### src/rtl/interp_job_scheduler.sv
// Purpose: round-robin job scheduler for two zoom-window requesters feeding one interpolation engine,
//          with a job FIFO, source-image range check, O_VALID beat counting and a stall watchdog.
// Latency: accept at E0, pop at E1, eng_start high E1..E2; range error done pulse E1..E2; done one cycle after last beat.
// Backpressure: reqN_ready drops while the job FIFO is full; only the arbitration winner sees ready.
//
// Ports:
//   clk, RST                     clock (rising edge), asynchronous active-high reset
//   req0_* / req1_*              valid/ready job requests: h0, v0 (6b origin), sw, sh (4b step, 1/16 px)
//   eng_start                    one-cycle START pulse to the engine
//   eng_h0/v0/sw/sh              registered job parameters, change only when a job is popped
//   eng_o_valid                  engine output beat, counted only while running a job
//   done_valid/done_src/done_code one-cycle completion: requester id, 0=OK 1=range error 2=timeout
//   busy                         FIFO non-empty or a job in flight
module interp_job_scheduler #(
    parameter int DEPTH   = 4,
    parameter int NPIX    = 289,
    parameter int TIMEOUT = 1023
) (
    input  logic       clk,
    input  logic       RST,
    input  logic       req0_valid,
    output logic       req0_ready,
    input  logic [5:0] req0_h0,
    input  logic [5:0] req0_v0,
    input  logic [3:0] req0_sw,
    input  logic [3:0] req0_sh,
    input  logic       req1_valid,
    output logic       req1_ready,
    input  logic [5:0] req1_h0,
    input  logic [5:0] req1_v0,
    input  logic [3:0] req1_sw,
    input  logic [3:0] req1_sh,
    output logic       eng_start,
    output logic [5:0] eng_h0,
    output logic [5:0] eng_v0,
    output logic [3:0] eng_sw,
    output logic [3:0] eng_sh,
    input  logic       eng_o_valid,
    output logic       done_valid,
    output logic       done_src,
    output logic [1:0] done_code,
    output logic       busy
);

    localparam int AW = $clog2(DEPTH);
    localparam logic [AW:0] PTR_ONE = 1;

    localparam logic [1:0] S_IDLE   = 2'd0;
    localparam logic [1:0] S_LAUNCH = 2'd1;
    localparam logic [1:0] S_RUN    = 2'd2;

    localparam logic [1:0] CODE_OK    = 2'd0;
    localparam logic [1:0] CODE_RANGE = 2'd1;
    localparam logic [1:0] CODE_TMO   = 2'd2;

    localparam logic [8:0] BEAT_LAST = 9'(NPIX - 1);
    localparam logic [9:0] WD_LAST   = 10'(TIMEOUT - 1);

    // FIFO entry layout: {src, h0, v0, sw, sh}
    logic [20:0] r_mem [DEPTH];
    logic [AW:0] r_wr_ptr;
    logic [AW:0] r_rd_ptr;

    logic        r_last;
    logic [1:0]  r_state;
    logic [5:0]  r_h0;
    logic [5:0]  r_v0;
    logic [3:0]  r_sw;
    logic [3:0]  r_sh;
    logic        r_src;
    logic [8:0]  r_beats;
    logic [9:0]  r_wd;
    logic        r_done_vld;
    logic        r_done_src;
    logic [1:0]  r_done_code;

    logic        w_full;
    logic        w_empty;
    logic        w_grant0;
    logic        w_grant1;
    logic        w_push;
    logic [20:0] w_push_dat;
    logic        w_pop;
    logic [20:0] w_head;
    logic [6:0]  w_hsum;
    logic [6:0]  w_vsum;
    logic        w_range_err;

    assign w_empty = (r_wr_ptr == r_rd_ptr);
    assign w_full  = (r_wr_ptr[AW] != r_rd_ptr[AW]) &&
                     (r_wr_ptr[AW-1:0] == r_rd_ptr[AW-1:0]);

    // Round-robin: with both requesting, the one not granted last time wins.
    assign w_grant0 = req0_valid & (~req1_valid | r_last);
    assign w_grant1 = req1_valid & (~req0_valid | ~r_last);

    // Ready is held low during reset so no handshake can be seen mid-reset.
    assign req0_ready = w_grant0 & ~w_full & ~RST;
    assign req1_ready = w_grant1 & ~w_full & ~RST;

    assign w_push     = req0_ready | req1_ready;
    assign w_push_dat = w_grant1 ? {1'b1, req1_h0, req1_v0, req1_sw, req1_sh}
                                 : {1'b0, req0_h0, req0_v0, req0_sw, req0_sh};

    // Pop only reads registered FIFO contents, so a push and pop on an empty FIFO cannot coincide.
    assign w_pop  = (r_state == S_IDLE) & ~w_empty;
    assign w_head = r_mem[r_rd_ptr[AW-1:0]];

    // The engine samples up to origin + step; anything beyond pixel 62 would read outside the 64x64 source.
    assign w_hsum      = {1'b0, w_head[19:14]} + {3'b000, w_head[7:4]};
    assign w_vsum      = {1'b0, w_head[13:8]}  + {3'b000, w_head[3:0]};
    assign w_range_err = (w_hsum > 7'd62) | (w_vsum > 7'd62);

    always_ff @(posedge clk) begin
        if (w_push) begin
            r_mem[r_wr_ptr[AW-1:0]] <= w_push_dat;
        end
    end

    always_ff @(posedge clk or posedge RST) begin
        if (RST) begin
            r_wr_ptr    <= '0;
            r_rd_ptr    <= '0;
            r_last      <= 1'b1;
            r_state     <= S_IDLE;
            r_h0        <= '0;
            r_v0        <= '0;
            r_sw        <= '0;
            r_sh        <= '0;
            r_src       <= 1'b0;
            r_beats     <= '0;
            r_wd        <= '0;
            r_done_vld  <= 1'b0;
            r_done_src  <= 1'b0;
            r_done_code <= CODE_OK;
        end else begin
            r_done_vld <= 1'b0;

            if (w_push) begin
                r_wr_ptr <= r_wr_ptr + PTR_ONE;
                r_last   <= w_grant1;
            end

            case (r_state)
                S_IDLE: begin
                    if (w_pop) begin
                        r_rd_ptr <= r_rd_ptr + PTR_ONE;
                        r_src    <= w_head[20];
                        r_h0     <= w_head[19:14];
                        r_v0     <= w_head[13:8];
                        r_sw     <= w_head[7:4];
                        r_sh     <= w_head[3:0];
                        if (w_range_err) begin
                            r_done_vld  <= 1'b1;
                            r_done_src  <= w_head[20];
                            r_done_code <= CODE_RANGE;
                        end else begin
                            r_state <= S_LAUNCH;
                        end
                    end
                end
                S_LAUNCH: begin
                    r_beats <= '0;
                    r_wd    <= '0;
                    r_state <= S_RUN;
                end
                S_RUN: begin
                    // A beat on the same edge as the watchdog expiry takes priority.
                    if (eng_o_valid) begin
                        r_beats <= r_beats + 9'd1;
                        r_wd    <= '0;
                        if (r_beats == BEAT_LAST) begin
                            r_done_vld  <= 1'b1;
                            r_done_src  <= r_src;
                            r_done_code <= CODE_OK;
                            r_state     <= S_IDLE;
                        end
                    end else if (r_wd == WD_LAST) begin
                        r_done_vld  <= 1'b1;
                        r_done_src  <= r_src;
                        r_done_code <= CODE_TMO;
                        r_state     <= S_IDLE;
                    end else begin
                        r_wd <= r_wd + 10'd1;
                    end
                end
                default: begin
                    r_state <= S_IDLE;
                end
            endcase
        end
    end

    assign eng_start = (r_state == S_LAUNCH);
    assign eng_h0    = r_h0;
    assign eng_v0    = r_v0;
    assign eng_sw    = r_sw;
    assign eng_sh    = r_sh;
    assign done_valid = r_done_vld;
    assign done_src   = r_done_src;
    assign done_code  = r_done_code;
    assign busy       = ~w_empty | (r_state != S_IDLE);

endmodule

### config.mk
export PLATFORM = sky130hd
export DESIGN_NAME = interp_job_scheduler
export DESIGN_NICKNAME = d
export VERILOG_FILES = /design/src/rtl/interp_job_scheduler.sv
export SDC_FILE = /design/constraint.sdc
export NUM_CORES = 1
export LEC_CHECK = 0
export ABC_AREA = 1
export CAP_MARGIN = 10
export CORE_MARGIN = 5
export CORE_UTILIZATION = 51
export DETAILED_ROUTE_END_ITERATION = 10
export PLACE_DENSITY = 0.77
export SYNTH_ARGS = -nofsm -noshare
export SYNTH_HDL_FRONTEND = slang
export SYNTH_SLANG_ARGS = --single-unit
export TNS_END_PERCENT = 5
### constraint.sdc
create_clock -name clk -period 2.8 [get_ports clk]
set_clock_uncertainty 0.2 [all_clocks]
set_input_delay 0.56 -clock clk [delete_from_list [all_inputs] [get_ports clk]]
set_output_delay 0.56 -clock clk [all_outputs]
set_load 0.02 [all_outputs]
==> out/qor.txt, run 1 <==
Status = completed
Hold_sp = eng_h0[2]
Crit end category = primary output
RSZ-0062 raised after global routing = true
Number of global-route vias before repair = 4786
DP HPWL = 9291 um
Clock Tree Root = clkbuf_16
Slew headroom = 54.50%
Final period utilization = 97.46%
Fill count = 891
Vias = 4731
R2r startpoint = r_rd_ptr[0]
Ratio of cells with drive above 1 in the final layout = 15.29%
Primary FF master, synth = edfxtp_1
Placed insts = 859
Total Routing Usage GR = 20.01%
Initial antenna violation count = 0
Ant diodes = 0
Worst-case clock buffer depth = 2
Syn_area_per_cell = 10.22 um2
Largest net degree at the start of global routing = 54
Gr ovfl total = 0
GRT busiest layer = met2
Die width = 121.5 um
H-tree Lvls = 4
Async SR Flop Fraction = 38.69%
GR Layer Usage met1 = 25.08%
VDD IR max = 0.5471 mV
Clock-pin slew on the worst setup and hold paths = 0.06 ns
CTS tree = done
Sequential-to-total area share from yosys stat = 60.69%
Post-synth EDFFs = 84
DR vias/cell = 5.292
GRT met2 Usage = 33.75%
Total of max-cap violations = 0
Final number of setup-violating endpoints = 0
Die Ht = 121.5 um
Initial Util = 52.38%
Hold-fix buffers at CTS = 0
Shortest period the worst path allows = 2.729 ns
Antenna viol nets, final = 0
Routability cong. = 0.8262
Tightest Hold Check Type = reg2reg
Row cnt = 40
Drt total wl = 14040 um
Most area-consuming cells after synthesis = edfxtp_1, dfrtp_1, nand2_1, o21ai_0, ha_1
CP arrival = 1.97 ns
Area Overhead vs Synth = 26.80%
Distinct cell type count after synthesis = 45
Mapped Area = 6344 um2
Synth Net Count = 685
Non-Filler Instances = 894
Clock sink total = 137
Area share of the largest cell type after synthesis = 39.76%
Count of synthesis-stage warnings from yosys = 0
CP max FO = 11
NumNets Final = 777
Synth Instances = 621
Yosys reg bits = 137
First-pass GRT wire length = 22950 um
TritonRoute pass-1 iters = 5
Critical path type = reg2out
CTS Buf Count = 17
Fin. Hold Viols = 0
Max-slew violations = 0
CP startpoint = r_rd_ptr[0]
Die ar. = 14770 um2
Ports = 73
GR Util met3 = 5.128%
Lkg Pwr = 3.359 nW
Starting DRC count in detailed routing = 432
Worst-Margin Slew = 0.6825 ns
Power Density = 1196 nW/um2
Fmax = 0.3665 GHz
Residual DRC = 0
Required time worst endpoint = 2.04 ns
Overall power = 0.009618 W
Avg WL per Cell = 15.71 um
PortBufs = 72
Top cell type by total area after synthesis = edfxtp_1
Skew-Pair Late Insertion Delay = 0.42 ns
Crit start category = flop
Core area = 12110 um2
-- registers in the layout (all words and copies together) (netlist names), 2 cells and up --
| register | cells |
|---|---|
| r_wr_ptr | 3 |
| eng_sh | 4 |
| eng_sw | 4 |
| eng_v0 | 6 |
| r_wd | 10 |
| eng_h0 | 6 |
| done_code | 2 |
| r_rd_ptr | 3 |
| r_mem | 84 |
| r_state | 2 |
| r_beats | 9 |
-- placed cells by master (no fill, tap or decap), drive strengths merged, types with 5 or more instances in the layout --
cell           instances
inv                   49
buf                   23
clkdlybuf4s50         69
nor2                  58
nand3                 25
o22ai                 19
clkinv                 8
nor3                   8
o21ai                 63
ha                    17
clkbuf                19
dfrtp                 52
edfxtp                84
nand4                  5
nand2                187
a21oi                 14
xnor2                  6
-- logic make-up after synthesis --
family / share of synthesized area (%)
compound gates: 9.073
fa+ha+maj: 3.984
buf+inv: 5.049
flops: 60.69
simple gates: 19.98
xor+xnor: 1.223
-- layout make-up --
class	instances	area (um2)	share of cell area (%)
timing repair buffer	95	955.9	11.88
clock buffer	17	425.4	5.289
multi-input combinational	415	2275	28.28
tap	168	210.2	2.613
sequential	137	3850	47.86
clock inverter	15	126.4	1.571
inverter	47	201.4	2.504
-- cells in the mapped netlist (all sizes together), types with 2 or more instances --
master,n
xor2,2
nand2,187
xnor2,6
buf,16
a21oi,14
ha,17
fa,2
or2,3
clkbuf,6
dfrtp,52
nor3,8
nor2,58
nand4,5
nand3,25
edfxtp,84
inv,47
o22ai,19
o21ai,63
-- critical path, cell delays in order, from the launching register on --
cell and delay, ns:
dfrtp_1 0.42, buf_12 0.17, buf_4 0.21, xnor2_4 0.13
nand3_2 0.12, nor2_4 0.11, inv_1 0.06, dlygate4sd2_1 0.32
-- power by group --
group / internal, W / switching, W / leakage (nW)
clock network: 0.00122 / 0.000860 / 0.263
registers: 0.00274 / 0.000279 / 1.45
logic: 0.00173 / 0.00279 / 1.65
total: 0.00569 / 0.00393 / 3.36
-- path summary, 6_finish.rpt --
kind                                 to  slack, ns  depth (start not counted)
max                                busy       0.07                          7
min                           eng_h0[2]       0.28                          2
max reg2reg                done_code[0]       0.09                         14
min reg2reg                   eng_h0[2]       0.28                          2
max in group asynchronous    r_beats[3]       1.35                          3
min in group asynchronous       r_wd[7]       0.60                          3
-- layer usage --
| metal | up-vias | wire length (um) |
|---|---|---|
| met5 | - | 0 |
| met1 | 2292 | 6013 |
| met4 | 0 | 210 |
| li1 | 2276 | - |
| met2 | 140 | 7026 |
| met3 | 23 | 790 |
-- per-stage QoR --
| stage | setup WS [ns] | setup TNS [ns] | util [%] | area [um2] | hold slack, ns |
|---|---|---|---|---|---|
| after floorplan | -0.3237 | -20.40 | - | 6347 | 0.2608 |
| after global placement | -0.01609 | -0.01609 | 60.72 | 7355 | 0.2666 |
| after detailed placement | -0.04161 | -0.04161 | 60.72 | 7355 | 0.2702 |
| after CTS | 0.009599 | 0 | 65.42 | 7924 | 0.2853 |
| after global routing | -0.07900 | -0.2853 | 66.42 | 8044 | 0.3031 |
| final | 0.07115 | 0 | 66.42 | 8044 | 0.2825 |
-- what timing repair did --
item	CTS	global route
endpoints found under the hold margin	0	0
gates resized for setup	6	44
setup buffers	0	3
endpoints found under the setup margin	8	8
pin swaps	0	5
No activity file was read; power rests on OpenSTA's default activity.
==> run 2, diff against run 1 <==
--- a/config.mk
+++ b/config.mk
@@ -7,10 +7,12 @@
 export LEC_CHECK = 0
 export ABC_AREA = 1
 export CAP_MARGIN = 10
+export CORE_ASPECT_RATIO = 1.2
 export CORE_MARGIN = 5
 export CORE_UTILIZATION = 51
 export DETAILED_ROUTE_END_ITERATION = 10
 export PLACE_DENSITY = 0.77
+export SLEW_MARGIN = 20
 export SYNTH_ARGS = -nofsm -noshare
 export SYNTH_HDL_FRONTEND = slang
 export SYNTH_SLANG_ARGS = --single-unit
==> run 2 against run 1 <==
Critical path depth rose by 7. Hold slack got worse by 0.011 ns. Largest cell class unchanged. Non-clock buffer count did not move. Register-to-register slack got worse by 0.07 ns. Critical endpoint is now done_code[1]. Sequential power barely moved. First-iteration DRC count fell by 14%. Cell area rose by 1.4%. Count of clock-buffer cells in the layout did not move. Critical path type is now reg2reg. Power rose by 4.0%.
==> out/qor.txt, run 2 (same netlist as run 1, synthesis figures left out) <==
Largest net degree at the start of global routing = 54 (unchanged)
Required time worst endpoint = 2.91 ns (+0.87 ns)
Place WS = -0.04656 ns (-0.004949 ns)
CP startpoint = r_rd_ptr[0]
Int Pwr = 0.005905 W (+3.8%)
CP max FO = 33 (+22)
Clock sink total = 137 (unchanged)
Core area = 12170 um2 (+0.45%)
Clock Tree Root = clkbuf_16
Ant diodes = 0 (unchanged)
Die Ht = 132.2 um (+8.8%)
Fin. Hold Viols = 0 (unchanged)
H-tree Lvls = 4 (unchanged)
Total Routing Usage GR = 19.57% (-0.44 points)
Total of max-cap violations = 0 (unchanged)
Tightest Hold Check Type = reg2reg
Fill count = 901 (+1.1%)
Non-Filler Instances = 887 (-0.78%)
Residual DRC = 0 (unchanged)
Antenna viol nets, final = 0 (unchanged)
Final period utilization = 99.26% (+1.8 points)
TritonRoute pass-1 iters = 5 (unchanged)
Die width = 111.8 um (-8.0%)
RSZ-0062 raised after global routing = true
First-pass GRT wire length = 22960 um (about the same)
R2r setup slk = 0.02 ns (-0.07 ns)
Crit end category = flop
Lkg Pwr = 3.416 nW (+1.7%)
NetSw = 0.004094 W (+4.2%)
Sequential Power Share = 30.3% (-1.1 points)
Commonest non-fill, non-tap cell in the layout = nand2_1
Ratio of cells with drive above 1 in the final layout = 16.80% (+1.5 points)
Hold-fix buffers at CTS = 0 (unchanged)
Worst-case clock buffer depth = 2 (unchanged)
Gr ovfl total = 0 (unchanged)
Initial antenna violation count = 0 (unchanged)
Final worst setup slack = 0.02066 ns (-0.05049 ns)
Clock power frac = 22.7% (+1.1 points)
DR vias/cell = 5.419 (+2.4%)
Sw Share = 40.94% (+0.098 points)
Largest register FFs = 84 (unchanged)
R2r startpoint = r_rd_ptr[0]
Ports = 73 (unchanged)
Vias = 4807 (+1.6%)
CTS Buf Count = 17 (unchanged)
Fmax = 0.3598 GHz (-1.8%)
Most frequent cells in the layout = nand2_1, edfxtp_1, clkdlybuf4s50_1, nor2_1, dfrtp_1
VDD IR max = 0.5684 mV (+3.9%)
Final number of setup-violating endpoints = 0 (unchanged)
Worst R2R Path Depth = 14 (unchanged)
Area Overhead vs Synth = 28.62%
Skew-Pair Late Insertion Delay = 0.42 ns (about the same)
PortBufs = 72 (unchanged)
Hold_sp = done_src
CP arrival = 2.89 ns (+0.92 ns)
Drt total wl = 14620 um (+4.1%)
Status = completed
NumNets Final = 777 (unchanged)
Shortest period the worst path allows = 2.779 ns (+0.05049 ns)
Slew headroom = 55.53% (+1.0 points)
Starting DRC count in detailed routing = 373 (-14%)
Max-slew violations = 0 (unchanged)
Combinational power share = 47.0% (about the same)
Placed insts = 848 (-1.3%)
Clock-pin slew on the worst setup and hold paths = 0.06 ns (about the same)
Routability cong. = 0.7870 (-4.7%)
End of the critical path = done_code[1]
Number of global-route vias before repair = 4779 (-0.15%)
Die ar. = 14780 um2 (about the same)
Critical path type = reg2reg
CTS tree = done
Crit start category = flop
FF-to-FF End = done_code[1]
Row cnt = 44 (+10%)
Worst-Margin Slew = 0.6670 ns (-0.01545 ns)
Placed cell area = 7316 um2 (-0.53%)
DP HPWL = 9398 um (+1.2%)
Initial Util = 52.14% (-0.24 points)
Avg WL per Cell = 16.48 um (+4.9%)
Cell area after layout = 8159 um2 (+1.4%)
Power Density = 1226 nW/um2 (+2.5%)
## run 2: cell count changes in the layout (fill, tap and decap cells not counted), moves of 3 or more
cell	change
o22ai_1	-5
inv_6	+5
o22ai_2	+5
clkinv_1	-3
## run 2: critical path: stages, from the launching register on
cell	delay, ns
dfrtp_2	0.47
buf_12	0.18
inv_12	0.08
o21ai_0	0.24
o22ai_2	0.17
fa_2	0.59
nand2_1	0.05
nor2_1	0.08
nand3_1	0.09
nand2_1	0.11
nand2_2	0.07
nand3_4	0.13
nand2_4	0.07
nand2_1	0.07
nand2_1	0.06
## run 2: routing by layer
layer / vias up / wire length, um / part of all wire (%) / global-route usage (%)
li1: 2274 / - / - / -
met1: 2292 / 5886 / 40 / 23.51
met2: 205 / 7451 / 51 / 33.50
met3: 36 / 869 / 5.9 / 4.683
met4: 0 / 413 / 2.8 / 8.452
met5: - / 0 / 0 / 0
## run 2: how the worst min path moves through the flow
| stage | endpoint | slack (ns) | cells after the start |
|---|---|---|---|
| after floorplan | r_wd[5] | 0.26 | 1 |
| after global placement | done_code[1] | 0.26 | 2 |
| after detailed placement | done_src | 0.26 | 2 |
| after CTS | done_src | 0.28 | 2 |
| after global routing | eng_sw[2] | 0.31 | 2 |
| final | done_src | 0.27 | 2 |
## run 2: final cells by class
cell class | instances | area (um2) | share of cell area (%)
clock buffer | 17 | 425.4 | 5.214
clock inverter | 15 | 176.4 | 2.162
inverter | 47 | 195.2 | 2.392
multi-input combinational | 415 | 2321 | 28.45
sequential | 137 | 3851 | 47.20
tap | 161 | 201.4 | 2.469
timing repair buffer | 95 | 988.4 | 12.11
## run 2: power groups by stage
| stage | clock, W | combinational [W] | sequential, W |
|---|---|---|---|
| after global routing | 0.00240 | 0.00516 | 0.00307 |
| after floorplan | 0 | 0.00271 | 0.00318 |
| after detailed placement | 0 | 0.00414 | 0.00304 |
| after CTS | 0.00229 | 0.00422 | 0.00300 |
| final | 0.00227 | 0.00470 | 0.00303 |
| after global placement | 0 | 0.00393 | 0.00301 |
## run 2: per-stage QoR
step                      util, %  total power [W]  hold WS, ns   TNS [ns]
after global placement      60.13         0.006940       0.2566  -0.008785
after CTS                   65.22         0.009518       0.2781  -0.009241
final                       67.06          0.01000       0.2720          0
after global routing        67.06          0.01062       0.3080    -0.3354
after floorplan                 -         0.005882       0.2608     -20.40
after detailed placement    60.13         0.007178       0.2630    -0.1310
## run 2: what timing repair did
| item | in CTS | in global routing |
|---|---|---|
| endpoints found under the setup margin | 7 | 8 |
| resized for setup | 8 | 43 |
| buffers inserted | 0 | 5 |
| pin swaps | 0 | 8 |
| cloned | 0 | 2 |
==> run 3, diff against run 2 <==
--- a/config.mk
+++ b/config.mk
@@ -6,7 +6,7 @@
 export NUM_CORES = 1
 export LEC_CHECK = 0
 export ABC_AREA = 1
-export CAP_MARGIN = 10
+export CAP_MARGIN = 0
 export CORE_ASPECT_RATIO = 1.2
 export CORE_MARGIN = 5
 export CORE_UTILIZATION = 51
==> results of run 3 <==
The final DEF is identical to that of run 2; final timing and power are the same.
